**config.mk**
```make
export PLATFORM = sky130hd
export DESIGN_NAME = mux_nto1_reg
export DESIGN_NICKNAME = d
export VERILOG_FILES = /design/src/rtl/mux_nto1_reg.sv
export SDC_FILE = /design/constraint.sdc
export NUM_CORES = 1
export LEC_CHECK = 0
export CAP_MARGIN = 20
export CORE_ASPECT_RATIO = 2
export CORE_MARGIN = 3
export CORE_UTILIZATION = 42
export DETAILED_ROUTE_END_ITERATION = 16
export GPL_TIMING_DRIVEN = 0
export PLACE_DENSITY = 0.79
export SYNTH_ARGS = -nofsm -noshare
export SYNTH_HDL_FRONTEND = slang
export SYNTH_SLANG_ARGS = --single-unit
```
**constraint.sdc**
```tcl
create_clock -name clock -period 5.04 [get_ports clock]
set_input_delay 0.756 -clock clock [delete_from_list [all_inputs] [get_ports clock]]
set_output_delay 0.756 -clock clock [all_outputs]
set_load 0.1 [all_outputs]
```
**src/rtl/mux_nto1_reg.sv**
```systemverilog
// Registered N:1 stream multiplexer with directed-select or round-robin grant.
// A single output pipeline register; input ready is combinational from the grant.
module mux_nto1_reg #(
  parameter int unsigned N     = 8,
  parameter int unsigned W     = 8,
  parameter int unsigned SEL_W = $clog2(N)
) (
  input  logic             clock,
  input  logic             reset_n,
  input  logic [N*W-1:0]   in_data,
  input  logic [N-1:0]     in_valid,
  output logic [N-1:0]     in_ready,
  input  logic [SEL_W-1:0] sel,
  input  logic             mode,
  output logic [W-1:0]     out_data,
  output logic [SEL_W-1:0] out_sel,
  output logic             out_valid,
  input  logic             out_ready
);

  localparam logic [SEL_W:0]   NumCh  = (SEL_W+1)'(N);
  localparam logic [SEL_W-1:0] LastCh = SEL_W'(N - 1);
  localparam logic [SEL_W-1:0] OneSel = SEL_W'(1);

  logic [W-1:0]     r_out_data;
  logic [SEL_W-1:0] r_out_sel;
  logic             r_out_valid;
  logic [SEL_W-1:0] r_rr_ptr;

  logic             w_can_accept;
  logic [SEL_W-1:0] w_grant;
  logic             w_grant_vld;
  logic [SEL_W:0]   w_idx;
  logic [W-1:0]     w_sel_data;
  logic             w_fire;

  assign w_can_accept = reset_n && (!r_out_valid || out_ready);

  always_comb begin
    w_grant     = '0;
    w_grant_vld = 1'b0;
    w_idx       = '0;
    if (!mode) begin
      w_grant     = sel;
      w_grant_vld = ({1'b0, sel} < NumCh);
    end else begin
      // Cyclic search from the pointer; the wrap is at N, not 2**SEL_W.
      for (int unsigned i = 0; i < N; i++) begin
        w_idx = {1'b0, r_rr_ptr} + i[SEL_W:0];
        if (w_idx >= NumCh) w_idx = w_idx - NumCh;
        if (!w_grant_vld && in_valid[w_idx[SEL_W-1:0]]) begin
          w_grant     = w_idx[SEL_W-1:0];
          w_grant_vld = 1'b1;
        end
      end
    end
  end

  always_comb begin
    in_ready   = '0;
    w_sel_data = '0;
    for (int unsigned k = 0; k < N; k++) begin
      if (w_grant_vld && (w_grant == k[SEL_W-1:0])) begin
        in_ready[k] = w_can_accept;
        w_sel_data  = in_data[k*W +: W];
      end
    end
  end

  assign w_fire = |(in_valid & in_ready);

  always_ff @(posedge clock or negedge reset_n) begin
    if (!reset_n) begin
      r_out_data  <= '0;
      r_out_sel   <= '0;
      r_out_valid <= 1'b0;
      r_rr_ptr    <= '0;
    end else begin
      if (w_fire) begin
        r_out_data  <= w_sel_data;
        r_out_sel   <= w_grant;
        r_out_valid <= 1'b1;
        if (mode) r_rr_ptr <= (w_grant == LastCh) ? '0 : w_grant + OneSel;
      end else if (out_ready) begin
        r_out_valid <= 1'b0;
      end
    end
  end

  assign out_data  = r_out_data;
  assign out_sel   = r_out_sel;
  assign out_valid = r_out_valid;

endmodule

```
======== Word-level counts from Yosys, hierarchy flattened ========
Cells that the tools add are included.
word-level totals
  input bits .............................. 79
  word-level logic and storage cells ...... 149
  output and inout port bits .............. 20
  register bits ........................... 15
operators by class
  muxes and demuxes ....................... 76
  order comparisons ....................... 16
  bitwise gates (word level) .............. 1
  reductions and logical operators ........ 29
  equality and inequality tests ........... 7
  add/sub/neg operators ................... 16
operator list
  kind                                                               number
  2-to-1 mux 3 bit                                                   26
  2-to-1 mux 8 bit                                                   8
  2-to-1 mux 1 bit                                                   34
  less-than comparator 3 x 4 -> 1 bit, second input constant         8
  greater-or-equal comparator 4 bit, second input constant           7
  binary-select mux 1 bit (select 3 bit)                             8
  subtractor 3 x 1 -> 3 bit, second input constant                   8
  adder 3 x 3 -> 4 bit, second input constant                        4
  logical AND 1 bit                                                  16
  == test 3 bit, second input constant                               4
  adder 3 x 2 -> 4 bit, second input constant                        2
  AND 8 bit                                                          1
  logical NOT 1 bit                                                  8
  OR reduction 8 bit                                                 1
  == test 3 x 2 -> 1 bit, second input constant                      2
  adder 3 x 1 -> 4 bit, second input constant                        1
  greater-or-equal comparator 3 x 4 -> 1 bit, second input constant  1
  adder 3 x 1 -> 3 bit, second input constant                        1
  == test 3 x 1 -> 1 bit, second input constant                      1
  logical NOT 3 bit                                                  1
  AND reduction 2 bit                                                1
  nonzero test 2 bit                                                 1
  logical OR 1 bit                                                   1

======== Depth between registers and ports, before layout ========
  depth after elaboration ................. 45
  mapped depth ............................ 25
  mapped depth without buffers ............ 21

======== Worst setup path after synthesis ========
No wires, ideal clock.
  path kind ............................... flip-flop to output port
  from .................................... register r_rr_ptr[0]
  to ...................................... output port in_ready[1]
  arrival ................................. 6964 ps
  slack ................................... -2680 ps
  buffers on the path ..................... 6
  data required time ...................... 4284 ps
  stages on the path, launching flop included .. 20
  path through ............................ dfrtp_1 -> buf_6 -> buf_4 -> clkinv_1 -> ha_1 -> buf_6 -> mux2_1 -> mux4_2 -> nand2_1 -> o21ai_0 -> a21oi_1 -> o221ai_1 -> a32oi_1 -> a21oi_1 -> inv_1 -> ha_1 -> clkbuf_1 -> buf_1 -> clkbuf_1 -> nor4b_1
on the way
  cells in the longest elaborated chain, start to end .. 38
  elaborated cells on any way between the ends .. 97
  classes of those cells .................. 15 x add/sub; 8 x order compare; 1 x eq/ne; 58 x mux; 15 x reduce/logical
RTL lines
  item                                                                           line  source
  start, declared                                                                28    logic [SEL_W-1:0] r_rr_ptr;
  start signal, assigned                                                         83    if (mode) r_rr_ptr <= (w_grant == LastCh) ? '0 : w_grant + OneSel;
  parallel branches: the longest is 33 deep, another holds adder 3 x 1 -> 4 bit  n/a
  2-to-1 mux 3 bit (*)                                                           51    if (!w_grant_vld && in_valid[w_idx[SEL_W-1:0]]) begin
  2-to-1 mux 3 bit (*)                                                           43    if (!mode) begin
  named net w_grant[1]                                                           31    logic [SEL_W-1:0] w_grant;
  == test 3 x 1 -> 1 bit (*)                                                     63    if (w_grant_vld && (w_grant == k[SEL_W-1:0])) begin
  logical AND 1 bit (*)                                                          63
  2-to-1 mux 1 bit (*)                                                           63
  end, declared                                                                  12    output logic [N-1:0] in_ready,
Mark *: on every way through the listed nets, which the timed path passes. The select of a mux whose other input is x is not followed.

======== Worst setup path in the final report ========
  from .................................... register r_rr_ptr[0]
  to ...................................... output port in_ready[4]
on the way
  cells in the longest elaborated chain, start to end .. 38
  elaborated cells on any way between the ends .. 97
  classes of those cells .................. 15 x add/sub; 8 x order compare; 1 x eq/ne; 58 x mux; 15 x reduce/logical
RTL lines
  item                                                                           line
  parallel branches: the longest is 33 deep, another holds adder 3 x 1 -> 4 bit  n/a
  2-to-1 mux 3 bit (*)                                                           51
  2-to-1 mux 3 bit (*)                                                           43
  named net w_grant[0]                                                           31
  == test 3 bit (*)                                                              63
  logical AND 1 bit (*)                                                          63
  2-to-1 mux 1 bit (*)                                                           63
Marked as above.

==> summary.md <==
For the cell row count, the log shows 41. The cell type group with the largest total delay on the critical path was buffers and inverters. The routed length per instance works out to 21.4 um.

The min-delay analysis places its worst path in the category reg2reg. Synthesis produced a netlist whose cell count is 343. After synthesis the netlist holds a flip-flop and latch count of 15.

From left edge to right edge, the die measures 63.3 um. The logs give 0 for the count of antenna-violating nets left after detailed routing and 0.300 for the total routing usage reported by global routing. Each instance of the synthesized netlist takes up on average 8.05 um2. The run finished with clean final reports. The startpoint class of the critical path is a flop.

Setup violations remaining at the end of the flow were counted as 0. The sink count of the clock tree is 15, and the routed metal-1 wire length is 3780 um. The worst-path maximum fanout works out to 8. The critical-path cell with the highest stage delay is sky130_fd_sc_hd__mux4_2. Wire segments on met3 add up to 609 um in the final route. The detailed router used layers up to and including met4.

The most common flop cell mapped by yosys is sky130_fd_sc_hd__dfrtp_1. For the final-report hold violation count, the log shows 0. TritonCTS built the clock tree. Synthesis instantiated 68 different standard cells from the library. The ratio of routed vias to standard cells is 6.29.

The H-tree depth is 1, and the post-synthesis async set-or-reset flop share is 1.00. Summing every instance area after synthesis gives 0.00276 mm2. Delay contributed by the slowest stage of the critical path: 530 ps. For the signal arrival time at the worst endpoint, the log shows 4270 ps. The tools report the routed wire length as 12,100 um. Entering global routing, the biggest net connects 17 pins.

After clock tree synthesis, the clock-pin slew on the worst setup and hold paths is 60 ps. The first-pass GRT wire length came out at 17,800 um. The run gives 2 as the maximum number of buffers from clock root to sink. The sum of buffers and inverters on the critical path was 9; the transition time of the tightest slew-check pin was 1050 ps.

The initial core utilization was 0.434. The number of pins exceeding their max-slew limit in the final report was 0; the initial antenna violation count was 0. Fill cells in the final layout number 505.

The area of the placeable core was 0.00636 mm2; the number of warnings printed during yosys synthesis was 0. The run gives 0.00244 mm2 as the area taken by multi-input logic gates. Leading area contributor after synthesis: sky130_fd_sc_hd__dfrtp_1.

The clock arrives with 4.64 ps of skew. Post-route clock period utilization: 0.997. The flip-flop and latch area was 377 um2. The die covers 0.00764 mm2.

Walking the worst path, the cells encountered are buf_6, clkinv_8, ha_4, buf_8, mux4_2, a211oi_4, o21ai_4, o211ai_1, a31oi_2, mux2_4, inv_4, ha_4, clkbuf_8, clkbuf_16, clkinvlp_4, buf_6, nor3_4, buf_12. The post-DP HPWL came out at 8800 um. The logs give 3,475 for the via count of the first global-routing pass and 99 for the top-level port count. The final weighted congestion in routability-driven placement is 1.06, and the number of I/O port buffers is 92. The proportion of netlist area held by the largest area contributor works out to 0.136. The run gives 0.302 as the worst max-slew margin expressed relative to the limit.

The type of the worst setup path was reg2out. The worst setup path is captured at an output port. From bottom edge to top edge, the die measures 121 um. In this run the clock root is driven by a sky130_fd_sc_hd__clkbuf_16.

After detailed routing, the met2 layer carries 6820 um of wire. The number of detailed-routing iterations run before antenna repair came out at 5. The tool flagged a number of max-cap violations equal to 0. Ranked by total cell area, the synthesized netlist is headed by sky130_fd_sc_hd__dfrtp_1 (14%), sky130_fd_sc_hd__mux4_2 (8.2%), sky130_fd_sc_hd__nand2_1 (5.6%).

The number of antenna diodes in the final layout is 0. The total grt overflow was 0; the layout overhead on the synthesized area was 70.9%. Time the worst path needs with I/O delays and setup: 5020 ps. Share of layout cells above drive strength 1: 0.334.

The logs give 384 for the initial DRC count and 0.199 GHz for the maximum achievable frequency. For this run, the post-layout net count is 570. Counting tap cells, the placed design contains a total of 521 instances. The number of vias in the routed layout is 3,572, and the number of flops mapped to enable cells by yosys is 0.

The data required time of the worst path came out at 4280 ps. For the register area share after synthesis, the log shows 0.136. The total CTS buffers was 3. For this run, the number of standard cells in the final layout without fillers is 568. After detailed routing, the number of remaining DRC violations is 0. The later pin in the worst-skew pair is clocked with a latency of 250 ps.

The run gives 430 as the post-synthesis net count.
==> registers in the layout (all words and copies together) (netlist names) <==
| signal | cells |
|---|---|
| r_rr_ptr | 3 |
| out_data | 8 |
| out_valid | 1 |
| out_sel | 3 |
==> cell families after synthesis <==
kind of cell / after synthesis / synth area share
multiplexers: 43 / 0.231
XOR/XNOR: 4 / 0.0127
buffers and inverters: 49 / 0.0852
AND/OR/NAND/NOR: 100 / 0.176
flip-flops: 15 / 0.136
adder cells (fa/ha/maj): 8 / 0.0363
AO/OA/AOI/OAI: 124 / 0.323
==> placed cells by master (no fill, tap or decap), types with 4 or more instances in the layout <==
cell / count
sky130_fd_sc_hd__o211ai_1: 11
sky130_fd_sc_hd__clkbuf_16: 6
sky130_fd_sc_hd__buf_8: 6
sky130_fd_sc_hd__a221oi_1: 4
sky130_fd_sc_hd__buf_6: 14
sky130_fd_sc_hd__mux2_2: 11
sky130_fd_sc_hd__o22ai_1: 7
sky130_fd_sc_hd__mux2i_1: 11
sky130_fd_sc_hd__buf_4: 41
sky130_fd_sc_hd__a21oi_1: 28
sky130_fd_sc_hd__clkbuf_2: 4
sky130_fd_sc_hd__ha_2: 4
sky130_fd_sc_hd__clkbuf_1: 8
sky130_fd_sc_hd__nor3_4: 6
sky130_fd_sc_hd__inv_1: 8
sky130_fd_sc_hd__mux4_2: 12
sky130_fd_sc_hd__nor2b_1: 4
sky130_fd_sc_hd__nor3_1: 9
sky130_fd_sc_hd__nand3_1: 5
sky130_fd_sc_hd__o221ai_1: 6
sky130_fd_sc_hd__dfrtp_1: 14
sky130_fd_sc_hd__clkdlybuf4s50_1: 82
sky130_fd_sc_hd__o21ai_0: 21
sky130_fd_sc_hd__nor2_1: 15
sky130_fd_sc_hd__nand2_1: 37
sky130_fd_sc_hd__nor2_4: 4
==> through the flow <==
stage               setup WS (ps)  utilization  hold slack [ps]  TNS [ps]  instance area, um2
floorplan                   -7.83            -              460     -7.83                2910
global placement            -1520        0.618              493    -18440                3930
detailed placement          -1580        0.618              500    -20460                3930
CTS                         -33.4        0.683              508     -38.6                4340
global route                 -110        0.742              524      -450                4720
finish                       16.5        0.742              506         0                4720
==> what timing repair did <==
| item | 4_1_cts | 5_1_grt |
|---|---|---|
| gates cloned | 0 | 1 |
| hold buffers | 0 | 0 |
| gates resized for setup | 102 | 48 |
| endpoints found under the setup margin | 23 | 21 |
| pin swaps | 10 | 20 |
| setup buffers | 19 | 25 |
==> cells in the mapped netlist, types with 4 or more instances <==
cell type and instances:
sky130_fd_sc_hd__mux4_1 4, sky130_fd_sc_hd__buf_1 4, sky130_fd_sc_hd__mux4_2 10, sky130_fd_sc_hd__dfrtp_1 15, sky130_fd_sc_hd__a21oi_1 30, sky130_fd_sc_hd__a221oi_1 4, sky130_fd_sc_hd__a2111oi_0 5, sky130_fd_sc_hd__inv_1 14
sky130_fd_sc_hd__buf_2 4, sky130_fd_sc_hd__clkbuf_1 16, sky130_fd_sc_hd__nor2_1 20, sky130_fd_sc_hd__mux2i_1 15, sky130_fd_sc_hd__nor2b_1 4, sky130_fd_sc_hd__nand3_1 5, sky130_fd_sc_hd__mux2_2 12, sky130_fd_sc_hd__buf_6 4
sky130_fd_sc_hd__nand2_1 41, sky130_fd_sc_hd__a31oi_1 4, sky130_fd_sc_hd__ha_1 8, sky130_fd_sc_hd__o21ai_0 23, sky130_fd_sc_hd__nor3_1 13, sky130_fd_sc_hd__o22ai_1 7, sky130_fd_sc_hd__o221ai_1 6, sky130_fd_sc_hd__o211ai_1 11
==> cell type report <==
| cell class | count | area share |
|---|---|---|
| buffer | 31 | 0.0623 |
| clock buffer | 3 | 0.0159 |
| clock inverter | 1 | 0.00159 |
| inverter | 16 | 0.0178 |
| multi-input combinational | 279 | 0.518 |
| sequential | 15 | 0.0798 |
| tap | 86 | 0.0228 |
| timing repair buffer | 137 | 0.282 |
==> worst paths after layout <==
path / from / endpoint / slack, ps / depth (start not counted)
worst max-delay path: r_rr_ptr[0] / in_ready[4] / 20 / 18
worst min-delay path: out_data[5] / out_data[5] / 510 / 1
worst max register to register: r_rr_ptr[0] / out_data[7] / 150 / 23
worst min register to register: out_data[5] / out_data[5] / 510 / 1
max in group asynchronous: reset_n / r_rr_ptr[1] / 3580 / 1
min in group asynchronous: reset_n / out_data[2] / 950 / 1
==> layer usage <==
metal  vias to the layer above  track usage
met4                         0        0.187
met2                       203        0.593
met5                         -            0
li1                       1600            -
met1                      1705        0.283
met3                        64       0.0279
Power is left out: the tool's default activity adds up to more than one toggle a clock period on the data nets, which glitch-free logic cannot reach.
==> RTL change 1 (same flow settings) <==
Make the reset (`reset_n`) synchronous in one clocked block.
--- a/src/rtl/mux_nto1_reg.sv
+++ b/src/rtl/mux_nto1_reg.sv
@@ -70,5 +70,5 @@
   assign w_fire = |(in_valid & in_ready);
 
-  always_ff @(posedge clock or negedge reset_n) begin
+  always_ff @(posedge clock) begin
     if (!reset_n) begin
       r_out_data  <= '0;
Function: differs if reset_n is asserted again (counterexample within 4 cycles, from zero or initial values and one cycle with reset_n low); with reset_n held inactive, the same outputs for 4 cycles.
==> RTL change 1 against the unedited design <==
Design area shrank 18%; sequential cell count is the same; sequential share of layout area is essentially flat; wire length shrank 24%; setup slack gained 80 ps; area after synthesis shrank 12%; largest cell class unchanged.
==> RTL change 1: results (changes against the unedited design) <==
- Largest register FFs: 8 (unchanged)
- First-pass GRT wire length: 14.56 mm (was 17.80 mm)
- Worst-Skew Late Latency: 250 ps (about the same)
- Global routing usage on met2: 54.84% (was 59.33%)
- Hold Path Class: flip-flop to flip-flop (unchanged)
- Global Route met1 Usage: 25.12% (was 28.28%)
- Reg-to-Reg End: out_data[6] (was out_data[7])
- Vias in the first global route: 2972 (was 3475)
- Final GP Congestion: 1.013 (was 1.061)
- Crit path arrival time: 4190 ps (was 4270 ps)
- Dpl cells: 474 (was 521)
- Hold Crit Depth: 2 (was 1)
- Slowest CP cell: mux4_2 (unchanged)
- First drt pass iteration count: 4 (was 5)
- # diodes: 0 (unchanged)
- Setup crit end: in_ready[7] (was in_ready[4])
- Share of async-settable or async-resettable flops after synthesis: 0% (was 100.0%)
- Htree depth: 1 (unchanged)
- Least-Margin Pin Slew: 977.5 ps (was 1047 ps)
- Post-synth cell types: 62 (was 68)
- Critical R2R Launch: r_rr_ptr[1] (was r_rr_ptr[0])
- Outcome: finished clean (unchanged)
- Final worst-path cycle share: 98.09% (was 99.67%)
- Reg2reg setup slack: 170 ps (was 150 ps)
- WHS Endpoint: out_sel[1] (was out_data[5])
- Share of cells above drive strength 1: 23.36% (was 33.40%)
- Fin Hold WS: 479.4 ps (was 505.9 ps)
- Clock transition at the registers of the reported paths: 70 ps
- GRT Total Usage: 28.16% (was 30.03%)
- Syn Area/Cell: 7.653 um^2 (was 8.047 um^2)
- IO Port Bufs: 97 (was 92)
- Seq pwr: about 190 uW
- Main synth FF type: dfxtp_1 (was dfrtp_1)
- Mean routed wirelength per cell: 19.02 um (was 21.37 um)
- Synth top area cells: dfxtp_1 12%, mux4_2 10%, a21oi_1 6.4% (was dfrtp_1 14%, mux4_2 8.2%, nand2_1 5.6%)
- Post-Route Skew: 3.933 ps (was 4.641 ps)
- Sequential power share: 8.0%
- CP Max Fanout: 15 (was 8)
- Largest net degree at the start of global routing: 20 (was 17)
- Post-placement cell area: 3547 um^2 (was 3934 um^2)
- CTS buffer count: 3 (unchanged)
- R2R cell count: 20 (was 23)
- Clock root cell: clkbuf_8 (was clkbuf_16)
- Syn_nets: 404 (was 430)
- Leak: 1.541 nW
- Met3 track demand over resource: 3.171% (was 2.788%)
- HPWL Detailed: 7.573 mm (was 8.802 mm)
- Register area share after synthesis: 12.38% (was 13.60%)
- Crit. Startpoint: r_rr_ptr[1] (was r_rr_ptr[0])
- DR iter-0 viols: 213 (was 384)
- Setup slack at placement: -1618 ps (was -1584 ps)
- Nets@finish: 516 (was 570)
- DRT Wirelength: 9.281 mm (was 12.14 mm)
- Commonest cells post-synth: 35 x nand2_1, 31 x a21oi_1, 28 x nor2_1 (was 41 x nand2_1, 30 x a21oi_1, 23 x o21ai_0)
- Via count: 2929 (was 3572)
- Final TNS setup: 0 ps (unchanged)
- Worst-case clock buffer depth: 2 (unchanged)
- Worst Hold Launch: out_sel[1] (was out_data[5])
- Slowest stage delay, CP: 550 ps (was 530 ps)
## RTL change 1: cell types whose count changed in the layout (fill, tap and decap cells not counted), sizes merged, moves of 8 or more
cell,change
nor2,+8
buf,-30
dfxtp,+15
mux2,-9
clkbuf,-10
o211ai,-10
dfrtp,-15
## RTL change 1: logic make-up (layout without fill, tap and decap cells)
| kind of cell | after synthesis | in the layout | share of synthesized area [%] |
|---|---|---|---|
| AO/OA/AOI/OAI | 109 | 109 | 29.97 |
| XOR/XNOR | 4 | 4 | 1.754 |
| adder cells (fa/ha/maj) | 8 | 8 | 4.126 |
| buffers and inverters | 36 | 147 | 7.736 |
| flip-flops | 15 | 15 | 12.38 |
| multiplexers | 31 | 31 | 21.04 |
| AND/OR/NAND/NOR | 114 | 114 | 23.00 |
## RTL change 1: final cells by class
cell class	count	area, um^2
Clock inverter	1	5.005
Buffer	18	156.4
Tap cell	60	75.07
Inverter	11	52.55
Clock buffer	3	41.29
Fill cell	465	1670
Timing Repair Buffer	114	1146
Multi-Input combinational cell	266	2061
Sequential cell	15	307.8
## RTL change 1: timing repair
action	4_1_cts	5_1_grt
buffers inserted	8	9
resized for setup	86	20
endpoints found under the setup margin	22	23
pin swaps	2	4
## RTL change 1: layer usage
layer | part of all wire (%) | wire, um | up-vias
li1 | - | - | 1409
met1 | 31 | 2838 | 1355
met2 | 59 | 5435 | 131
met3 | 5.5 | 512 | 34
met4 | 5.3 | 495 | 0
met5 | 0 | 0 | -
## RTL change 1: worst max-delay path, delay by kind of cell, from the launching register on
| kind | cells | cell delay, ps |
|---|---|---|
| adder cells (fa/ha/maj) | 3 | 890 |
| AND/OR/NAND/NOR | 3 | 540 |
| AO/OA/AOI/OAI | 3 | 680 |
| flip-flops | 1 | 350 |
| multiplexers | 2 | 850 |
| buffers and inverters | 4 | 620 |
==> RTL change 2 (config.mk and constraints unchanged) <==
Without the edit above. Change the parameter `N` from 8 to 16.
--- a/src/rtl/mux_nto1_reg.sv
+++ b/src/rtl/mux_nto1_reg.sv
@@ -2,5 +2,5 @@
 // A single output pipeline register; input ready is combinational from the grant.
 module mux_nto1_reg #(
-  parameter int unsigned N     = 8,
+  parameter int unsigned N     = 16,
   parameter int unsigned W     = 8,
   parameter int unsigned SEL_W = $clog2(N)
Ports: changed (5 resized); port bits go from 99 to 181. The function was not compared with the original's and may differ.
==> RTL change 2 against the unedited design <==
The run now fails in global routing (5_1_grt); area after synthesis rose by 83%.
==> RTL change 2: results (changes against the unedited design) <==
- HPWL Detailed: 22.41 mm (was 8.802 mm)
- Setup slack at placement: -3001 ps (was -1584 ps)
- Clock root cell: clkbuf_16 (unchanged)
- Final GP Congestion: 1.044 (was 1.061)
- Worst endpoint type: register input
- Overflow after GRT: 6
- Synth top area cells: mux4_2 12%, dfrtp_1 8.4%, mux2i_1 7.9% (was dfrtp_1 14%, mux4_2 8.2%, nand2_1 5.6%)
- Ys Warns: 0 (unchanged)
- GRT Total Usage: a little over half
- Outcome: stopped before the end (was finished clean)
- Synth Register Bits: 17 (was 15)
- Htree depth: 1 (unchanged)
- Post-synth cell types: 85 (was 68)
- IO Port Bufs: 180 (was 92)
- GRT worst endpoint: out_sel[3]$_DFFE_PN0P_/D
- Register area share after synthesis: 8.403% (was 13.60%)
- Yosys top cell by area: mux4_2 (was dfrtp_1)
- CTS buffer count: 3 (unchanged)
- Main synth FF type: dfrtp_1 (unchanged)
- Largest net degree at the start of global routing: 20
- Fail Step: global routing (5_1_grt)
- Syn_nets: 823 (was 430)
- Share of async-settable or async-resettable flops after synthesis: 100.0% (unchanged)
- Error: [ERROR GRT-0232] Routing congestion too high. Check the congestion heatmap in the GUI.
- Worst-case clock buffer depth: 2 (unchanged)
- Commonest cells post-synth: 61 x nor2_1, 56 x nand2_1, 40 x mux2i_1 (was 41 x nand2_1, 30 x a21oi_1, 23 x o21ai_0)
-- RTL change 2: cell types whose count changed after synthesis, sizes merged, moves of 10 or more --
cell / unedited run / this run
nor2: 21 / 63
mux2i: 15 / 41
nand3: 5 / 29
a22oi: 2 / 21
nand2: 41 / 60
nor2b: 4 / 18
buf: 15 / 28
mux4: 14 / 27
and3: 1 / 11
-- RTL change 2: logic make-up after synthesis --
family / synth area share, %
adder cells (fa/ha/maj): 2.719
buffers and inverters: 6.550
XOR/XNOR: 2.743
flip-flops: 8.403
multiplexers: 24.79
AO/OA/AOI/OAI: 30.35
AND/OR/NAND/NOR: 24.44
-- RTL change 2: routing by layer --
layer	overflow	global-route usage, %
met1	0	46.82
met2	3	84.59
met3	0	23.12
met4	3	63.10
met5	0	0
-- RTL change 2: what timing repair did --
action                                  CTS
buffers inserted                         70
pin swaps                                31
endpoints found under the setup margin   33
cloned                                    3
resized for setup                       315
-- RTL change 2: per-stage QoR --
stage	hold slack, ps	setup TNS [ps]	std cells	util, %	area [um^2]
after CTS	543.2	-25220	1059	76.83	9044
after floorplan	460.4	-22180	660	-	5517
after global placement	503.9	-73750	985	63.71	7500
after detailed placement	531.4	-77950	985	63.71	7500
